<file path="src/rtl/bus_arbiter_pkg.sv">
// Shared types and constants for the instruction/data memory bus arbiter.
// Holds the arbiter state encoding, bus widths and the fetch byte-enable pattern.
package bus_arbiter_pkg;

  localparam int ADDR_W = 32;
  localparam int DATA_W = 32;
  localparam int SEL_W  = 4;

  localparam logic [SEL_W-1:0] FETCH_SEL = 4'b1111;

  typedef enum logic [1:0] {
    ARB_IDLE     = 2'd0,
    ARB_BUSY_IF  = 2'd1,
    ARB_BUSY_MEM = 2'd2,
    ARB_DRAIN    = 2'd3
  } arb_state_e;

  typedef struct packed {
    logic              we;
    logic [SEL_W-1:0]  sel;
    logic [ADDR_W-1:0] addr;
    logic [DATA_W-1:0] wdata;
  } bus_req_t;

  // Instruction fetches are always full-word reads.
  function automatic bus_req_t fetch_req(input logic [ADDR_W-1:0] pc);
    bus_req_t r;
    r.we    = 1'b0;
    r.sel   = FETCH_SEL;
    r.addr  = pc;
    r.wdata = '0;
    return r;
  endfunction

endpackage

</file>
<file path="src/rtl/bus_arbiter_if.sv">
// External single-port memory bus: cyc/ack transaction with registered master outputs.
// The arbiter is the master; the memory slave sees the complementary view.
interface bus_arbiter_if;
  import bus_arbiter_pkg::*;

  logic              cyc;
  logic              we;
  logic [SEL_W-1:0]  sel;
  logic [ADDR_W-1:0] addr;
  logic [DATA_W-1:0] wdata;
  logic [DATA_W-1:0] rdata;
  logic              ack;
  logic              err;

  modport master (
    output cyc, we, sel, addr, wdata, err,
    input  rdata, ack
  );

  modport slave (
    input  cyc, we, sel, addr, wdata, err,
    output rdata, ack
  );

endinterface

</file>
<file path="src/rtl/bus_arbiter_port_buf.sv">
// Result holding buffer for one pipeline port: captures bus data and keeps it
// valid until the owning stage advances or the result is flushed.
module arb_port_buf
  import bus_arbiter_pkg::*;
(
  input  logic              clk,
  input  logic              rst,
  input  logic              set_i,
  input  logic [DATA_W-1:0] data_i,
  input  logic              consume_i,
  input  logic              flush_i,
  output logic              rdy_o,
  output logic [DATA_W-1:0] rdata_o
);

  logic              rdy_q, rdy_d;
  logic [DATA_W-1:0] rdata_q, rdata_d;

  // A new capture never coincides with a consume: the port is not re-issued while rdy is set.
  always_comb begin
    rdy_d   = rdy_q;
    rdata_d = rdata_q;
    if (set_i) begin
      rdy_d   = 1'b1;
      rdata_d = data_i;
    end else if (flush_i || (rdy_q && consume_i)) begin
      rdy_d = 1'b0;
    end
  end

  always_ff @(posedge clk) begin
    if (rst) begin
      rdy_q   <= 1'b0;
      rdata_q <= '0;
    end else begin
      rdy_q   <= rdy_d;
      rdata_q <= rdata_d;
    end
  end

  assign rdy_o   = rdy_q;
  assign rdata_o = rdata_q;

endmodule

</file>
<file path="src/rtl/bus_arbiter.sv">
// Shares one variable-latency memory bus between instruction fetch and the data port.
// Data port has fixed priority, no preemption, and hung accesses are aborted after MAX_WAIT cycles.
module bus_arbiter
  import bus_arbiter_pkg::*;
#(
  parameter int MAX_WAIT = 16,
  parameter int CNT_W    = 4
) (
  input  logic              clk,
  input  logic              rst,
  input  logic [5:0]        stall_i,
  input  logic              flush_i,
  input  logic              if_req_i,
  input  logic [ADDR_W-1:0] if_addr_i,
  output logic [DATA_W-1:0] if_rdata_o,
  output logic              if_rdy_o,
  output logic              stallreq_if_o,
  input  logic              mem_req_i,
  input  logic              mem_we_i,
  input  logic [SEL_W-1:0]  mem_sel_i,
  input  logic [ADDR_W-1:0] mem_addr_i,
  input  logic [DATA_W-1:0] mem_wdata_i,
  output logic [DATA_W-1:0] mem_rdata_o,
  output logic              mem_rdy_o,
  output logic              stallreq_mem_o,
  bus_arbiter_if.master     bus
);

  localparam logic [CNT_W-1:0] CNT_LAST = CNT_W'(MAX_WAIT - 1);

  arb_state_e        state_q, state_d;
  logic [CNT_W-1:0]  cnt_q, cnt_d;
  logic              cyc_q, cyc_d;
  bus_req_t          req_q, req_d;
  logic              err_q, err_d;

  logic              if_set, mem_set;
  logic [DATA_W-1:0] cap_data;
  logic              timeout;
  logic              unused_stall;

  assign unused_stall = ^{stall_i[5], stall_i[3:2], stall_i[0]};

  assign timeout = !bus.ack && (cnt_q == CNT_LAST);

  always_comb begin
    state_d  = state_q;
    cnt_d    = cnt_q;
    cyc_d    = cyc_q;
    req_d    = req_q;
    err_d    = 1'b0;
    if_set   = 1'b0;
    mem_set  = 1'b0;
    cap_data = bus.ack ? bus.rdata : '0;

    unique case (state_q)
      ARB_IDLE: begin
        if (mem_req_i && !mem_rdy_o) begin
          state_d     = ARB_BUSY_MEM;
          cyc_d       = 1'b1;
          cnt_d       = '0;
          req_d.we    = mem_we_i;
          req_d.sel   = mem_sel_i;
          req_d.addr  = mem_addr_i;
          req_d.wdata = mem_wdata_i;
        end else if (if_req_i && !if_rdy_o) begin
          state_d = ARB_BUSY_IF;
          cyc_d   = 1'b1;
          cnt_d   = '0;
          req_d   = fetch_req(if_addr_i);
        end
      end

      ARB_BUSY_IF: begin
        if (flush_i) begin
          // Flush beats a same-edge ack; an access still pending is drained with its result dropped.
          if (bus.ack || timeout) begin
            state_d = ARB_IDLE;
            cyc_d   = 1'b0;
            err_d   = timeout;
          end else begin
            state_d = ARB_DRAIN;
            cnt_d   = '0;
          end
        end else if (bus.ack || timeout) begin
          state_d = ARB_IDLE;
          cyc_d   = 1'b0;
          err_d   = timeout;
          if_set  = 1'b1;
        end else begin
          cnt_d = cnt_q + CNT_W'(1);
        end
      end

      ARB_BUSY_MEM: begin
        if (bus.ack || timeout) begin
          state_d = ARB_IDLE;
          cyc_d   = 1'b0;
          err_d   = timeout;
          mem_set = 1'b1;
        end else begin
          cnt_d = cnt_q + CNT_W'(1);
        end
      end

      ARB_DRAIN: begin
        if (bus.ack || timeout) begin
          state_d = ARB_IDLE;
          cyc_d   = 1'b0;
          err_d   = timeout;
        end else begin
          cnt_d = cnt_q + CNT_W'(1);
        end
      end

      default: begin
        state_d = ARB_IDLE;
        cyc_d   = 1'b0;
      end
    endcase
  end

  always_ff @(posedge clk) begin
    if (rst) begin
      state_q <= ARB_IDLE;
      cnt_q   <= '0;
      cyc_q   <= 1'b0;
      req_q   <= '0;
      err_q   <= 1'b0;
    end else begin
      state_q <= state_d;
      cnt_q   <= cnt_d;
      cyc_q   <= cyc_d;
      req_q   <= req_d;
      err_q   <= err_d;
    end
  end

  assign bus.cyc   = cyc_q;
  assign bus.we    = req_q.we;
  assign bus.sel   = req_q.sel;
  assign bus.addr  = req_q.addr;
  assign bus.wdata = req_q.wdata;
  assign bus.err   = err_q;

  arb_port_buf u_if_buf (
    .clk       (clk),
    .rst       (rst),
    .set_i     (if_set),
    .data_i    (cap_data),
    .consume_i (!stall_i[1]),
    .flush_i   (flush_i),
    .rdy_o     (if_rdy_o),
    .rdata_o   (if_rdata_o)
  );

  arb_port_buf u_mem_buf (
    .clk       (clk),
    .rst       (rst),
    .set_i     (mem_set),
    .data_i    (cap_data),
    .consume_i (!stall_i[4]),
    .flush_i   (1'b0),
    .rdy_o     (mem_rdy_o),
    .rdata_o   (mem_rdata_o)
  );

  assign stallreq_if_o  = if_req_i && !if_rdy_o;
  assign stallreq_mem_o = mem_req_i && !mem_rdy_o;

endmodule
</file>
<file path="src/flat_wrapper.sv">
// flat-port wrapper written by rule: the top's interface ports become plain ports
module bus_arbiter_flat import bus_arbiter_pkg::*;
#(
  parameter int MAX_WAIT = 16,
  parameter int CNT_W    = 4
)
  (clk, rst, stall_i, flush_i, if_req_i, if_addr_i, if_rdata_o, if_rdy_o, stallreq_if_o, mem_req_i, mem_we_i, mem_sel_i, mem_addr_i, mem_wdata_i, mem_rdata_o, mem_rdy_o, stallreq_mem_o, bus_cyc, bus_we, bus_sel, bus_addr, bus_wdata, bus_err, bus_rdata, bus_ack);
  bus_arbiter_if bus_i ();
  input  logic clk;
  input  logic rst;
  input  logic [5:0] stall_i;
  input  logic flush_i;
  input  logic if_req_i;
  input  logic [ADDR_W-1:0] if_addr_i;
  output logic [DATA_W-1:0] if_rdata_o;
  output logic if_rdy_o;
  output logic stallreq_if_o;
  input  logic mem_req_i;
  input  logic mem_we_i;
  input  logic [SEL_W-1:0] mem_sel_i;
  input  logic [ADDR_W-1:0] mem_addr_i;
  input  logic [DATA_W-1:0] mem_wdata_i;
  output logic [DATA_W-1:0] mem_rdata_o;
  output logic mem_rdy_o;
  output logic stallreq_mem_o;
  output wire logic [$bits(bus_i.cyc)-1:0] bus_cyc;
  output wire logic [$bits(bus_i.we)-1:0] bus_we;
  output wire logic [$bits(bus_i.sel)-1:0] bus_sel;
  output wire logic [$bits(bus_i.addr)-1:0] bus_addr;
  output wire logic [$bits(bus_i.wdata)-1:0] bus_wdata;
  output wire logic [$bits(bus_i.err)-1:0] bus_err;
  input wire logic [$bits(bus_i.rdata)-1:0] bus_rdata;
  input wire logic [$bits(bus_i.ack)-1:0] bus_ack;
  assign bus_cyc = bus_i.cyc;
  assign bus_we = bus_i.we;
  assign bus_sel = bus_i.sel;
  assign bus_addr = bus_i.addr;
  assign bus_wdata = bus_i.wdata;
  assign bus_err = bus_i.err;
  assign bus_i.rdata = bus_rdata;
  assign bus_i.ack = bus_ack;
  bus_arbiter #(.MAX_WAIT(MAX_WAIT), .CNT_W(CNT_W)) u_core (.clk(clk), .rst(rst), .stall_i(stall_i), .flush_i(flush_i), .if_req_i(if_req_i), .if_addr_i(if_addr_i), .if_rdata_o(if_rdata_o), .if_rdy_o(if_rdy_o), .stallreq_if_o(stallreq_if_o), .mem_req_i(mem_req_i), .mem_we_i(mem_we_i), .mem_sel_i(mem_sel_i), .mem_addr_i(mem_addr_i), .mem_wdata_i(mem_wdata_i), .mem_rdata_o(mem_rdata_o), .mem_rdy_o(mem_rdy_o), .stallreq_mem_o(stallreq_mem_o), .bus(bus_i));
endmodule
</file>
<file path="config.mk">
export PLATFORM = sky130hd
export DESIGN_NAME = bus_arbiter_flat
export DESIGN_NICKNAME = d
export VERILOG_FILES = /design/src/rtl/bus_arbiter_pkg.sv /design/src/rtl/bus_arbiter_if.sv /design/src/rtl/bus_arbiter_port_buf.sv /design/src/rtl/bus_arbiter.sv /design/src/flat_wrapper.sv
export SDC_FILE = /design/constraint.sdc
export NUM_CORES = 1
export LEC_CHECK = 0
export CORE_MARGIN = 10
export CORE_UTILIZATION = 40
export CTS_CLUSTER_SIZE = 8
export DETAILED_ROUTE_END_ITERATION = 6
export PLACE_DENSITY = 0.8
export SETUP_SLACK_MARGIN = 0.15
export SYNTH_ARGS = -nofsm -noshare
export SYNTH_HDL_FRONTEND = slang
export SYNTH_SLANG_ARGS = --single-unit
</file>
<file path="constraint.sdc">
create_clock -name clk -period 1.7 [get_ports clk]
set_input_delay 0.34 -clock clk [delete_from_list [all_inputs] [get_ports clk]]
set_output_delay 0.34 -clock clk [all_outputs]
set_load 0.02 [all_outputs]
</file>
==> metrics.txt <==
Post-Synth XOR/XNOR Area=0.157%; worst-skew pair later-pin latency=0.41 ns; CTS H-tree lvls=4; initial core utilization=40.5%; Via Count=5797; Worst Path Max Fanout=3; TritonRoute pass-1 iters=5; Final Hold Vio Count=0; P per Cell Area=997 mW/mm^2; Setup crit start kind=flip-flop; r2r setup slk=0.21 ns; worst hold path class=in2reg; Die W=138 um; Post-Layout Cell Count=1059; die area=0.0191 mm^2; Final GP Congestion=0.798; Yosys reg bits=143; Placed Cells incl. Taps=1009; # rows=43; crit path kind=reg2out; routed wl met3=1740 um; HPWL Detailed=15200 um; number of distinct library cells after synthesis=36; IO buf count=279; RSZ-0062 raised after global routing=false; R2R cell count=8; routed length per instance=20.7 um; setup TNS=0 ns; CTS sink cnt=143; final WL=21900 um; vias in the first global route=5956; PnR Total Power=9300 uW; Worst Path Arrival=1.16 ns; most frequent cells in the layout=143 x nor2_1, 138 x dlygate4sd2_1, 137 x dfxtp_1; Max Used Layer=met4; # nets final=1011; initial detailed-routing violation count=517; Pins Over Slew Limit=0; syn nets=728; synthesized area=0.00558 mm^2; CTS tree=yes; Peak VDD IR=615 uV; met1 WL=8130 um; slew at the pin closest to its max-slew limit=0.690 ns; Worst-path clk slew=0.06 ns; Simple-Gate Fraction of Synth Area=17.6%; min Tclk post-route=1.50 ns; CTS Buf Count=17; largest net degree at the start of global routing=65; Max Fclk=667 MHz; Slew HR=54.0%; global-route wire length before repair=33700 um; fraction of registers with async set/reset=0%; register area share after synthesis=51.3%; mux cell area share after synthesis=0.179%; core area=0.0138 mm^2; complex-gate fraction of the synthesized area=25.0%; boundary pin count=284; Post-Synthesis Cells=582; LEAKAGE=0.00408 uW; Synth Area in Adders=0.224%; Warnings, synthesis=0; Core Util, Final=67.7%; Root Buffer=clkbuf_16; DRT antenna net count=0; clk_skew=0.00568 ns; worst flop-to-flop path endpoint=u_core.bus.addr[30]; layout cells sized above 1=15.4%; hold_ws=0.279 ns; commonest non-fill, non-tap cell in the layout=nor2_1; WHS Path Cells=3; clk buf depth=2; Post-synth EDFFs=0; CP required=1.36 ns; Synth Flop Type=dfxtp_1; DR DRC count=0; synthesis-to-layout area growth=67.2%; max cap viols=0; end of the worst hold path=u_core.bus.err; Final setup viols=0; met2 WL=11300 um; reg2reg start=u_core.u_if_buf.rdy_o; Final Cycle Share=88.2%; global-route usage over all layers=21.5%; Avg Cell Area, Syn=9.58 um^2; Hold Crit Start=bus_ack; status=complete, no violations; Vias/cell=5.47; largest family of logic cells by synthesized area=compound AO/OA/AOI/OAI gates; Overflow after GRT=0; die height=138 um; initial antenna violation count=1; Worst setup EP type=primary output
-- through the flow --
| stage | instance area (um^2) | setup WS, ns |
|---|---|---|
| floorplan | 5580 | 0.191 |
| global placement | 8570 | -0.249 |
| detailed placement | 8570 | -0.318 |
| CTS | 9210 | 0.0267 |
| global route | 9330 | 0.147 |
| finish | 9330 | 0.200 |
-- state kept, by name, summed over array words and instances, names as in the netlist --
| name | count |
|---|---|
| u_core.bus.wdata | 32 |
| u_core.u_mem_buf.rdy_o | 1 |
| u_core.u_if_buf.rdata_o | 32 |
| u_core.bus.we | 1 |
| u_core.bus.err | 1 |
| u_core.bus.sel | 4 |
| u_core.bus.addr | 32 |
| u_core.u_if_buf.rdy_o | 1 |
| u_core.bus.cyc | 1 |
| u_core.state_q | 2 |
| u_core.u_mem_buf.rdata_o | 32 |
| u_core.cnt_q | 4 |
-- power by group --
part | total [uW] | switching (uW) | internal (uW)
logic | 2120 | 1100 | 1020
clock network | 3480 | 1400 | 2080
registers | 3700 | 125 | 3570
-- cell usage after synthesis, types with 2 or more instances --
| cell type | n | area (um^2) |
|---|---|---|
| buf_6 | 7 | 78.8 |
| clkbuf_1 | 28 | 105 |
| buf_1 | 2 | 7.51 |
| dfxtp_1 | 143 | 2860 |
| nand2b_2 | 2 | 17.5 |
| buf_4 | 3 | 22.5 |
| and3b_1 | 2 | 17.5 |
| nor3_2 | 3 | 30.0 |
| a31oi_1 | 4 | 25.0 |
| buf_2 | 18 | 90.1 |
| a22oi_1 | 33 | 248 |
| nor3_1 | 4 | 20.0 |
| a311oi_2 | 32 | 480 |
| a21oi_1 | 4 | 20.0 |
| a32oi_1 | 65 | 569 |
| nand2_1 | 69 | 259 |
| nor2_1 | 144 | 541 |
-- worst max path at each step --
stage	cells after the start	slack [ns]	from	endpoint
finish	4	0.20	u_core.u_if_buf.rdy_o	stallreq_if_o
detailed placement	7	-0.32	mem_req_i	u_core.bus.addr[25]
global placement	4	-0.25	mem_req_i	stallreq_mem_o
global route	8	0.15	u_core.u_if_buf.rdy_o	u_core.bus.sel[3]
floorplan	5	0.19	u_core.u_mem_buf.rdy_o	u_core.bus.addr[10]
CTS	3	0.03	u_core.u_mem_buf.rdy_o	stallreq_mem_o
-- per-layer routing --
layer  vias up  global-route usage, %
met5         -                      0
met4         0                   10.8
met2       273                   36.9
li1       2679                      -
met1      2796                   22.9
met3        49                   7.57
-- worst max-delay path, stage by stage, from the launching register on --
cell      delay [ns]
dfxtp_2         0.33
nand2b_4        0.14
inv_2           0.04
buf_6           0.11
buf_6           0.13
-- kinds of logic after synthesis --
logic type / after synthesis
compound gates: 143
xor+xnor: 1
fa+ha+maj: 1
buf+inv: 60
flops: 143
mux: 1
simple gates: 233
-- layout make-up --
class / count / area [um^2]
diodes: 1 / 2.50
clock buffers: 22 / 464
clock inverters: 10 / 88.8
fillers: 1079 / 4440
inverters: 2 / 7.51
multi-input cells: 379 / 2480
flip-flops and latches: 143 / 2880
well taps: 180 / 225
repair buffers: 322 / 3190
-- timing repair --
item / in CTS / in global routing
gates resized for setup: 157 / 19
hold buffers: 0 / 0
cloned: 5 / 1
buffers inserted: 9 / 2
pin swaps: 2 / 8
endpoints found under the setup margin: 173 / 93
No activity file was read; power rests on OpenSTA's default activity.
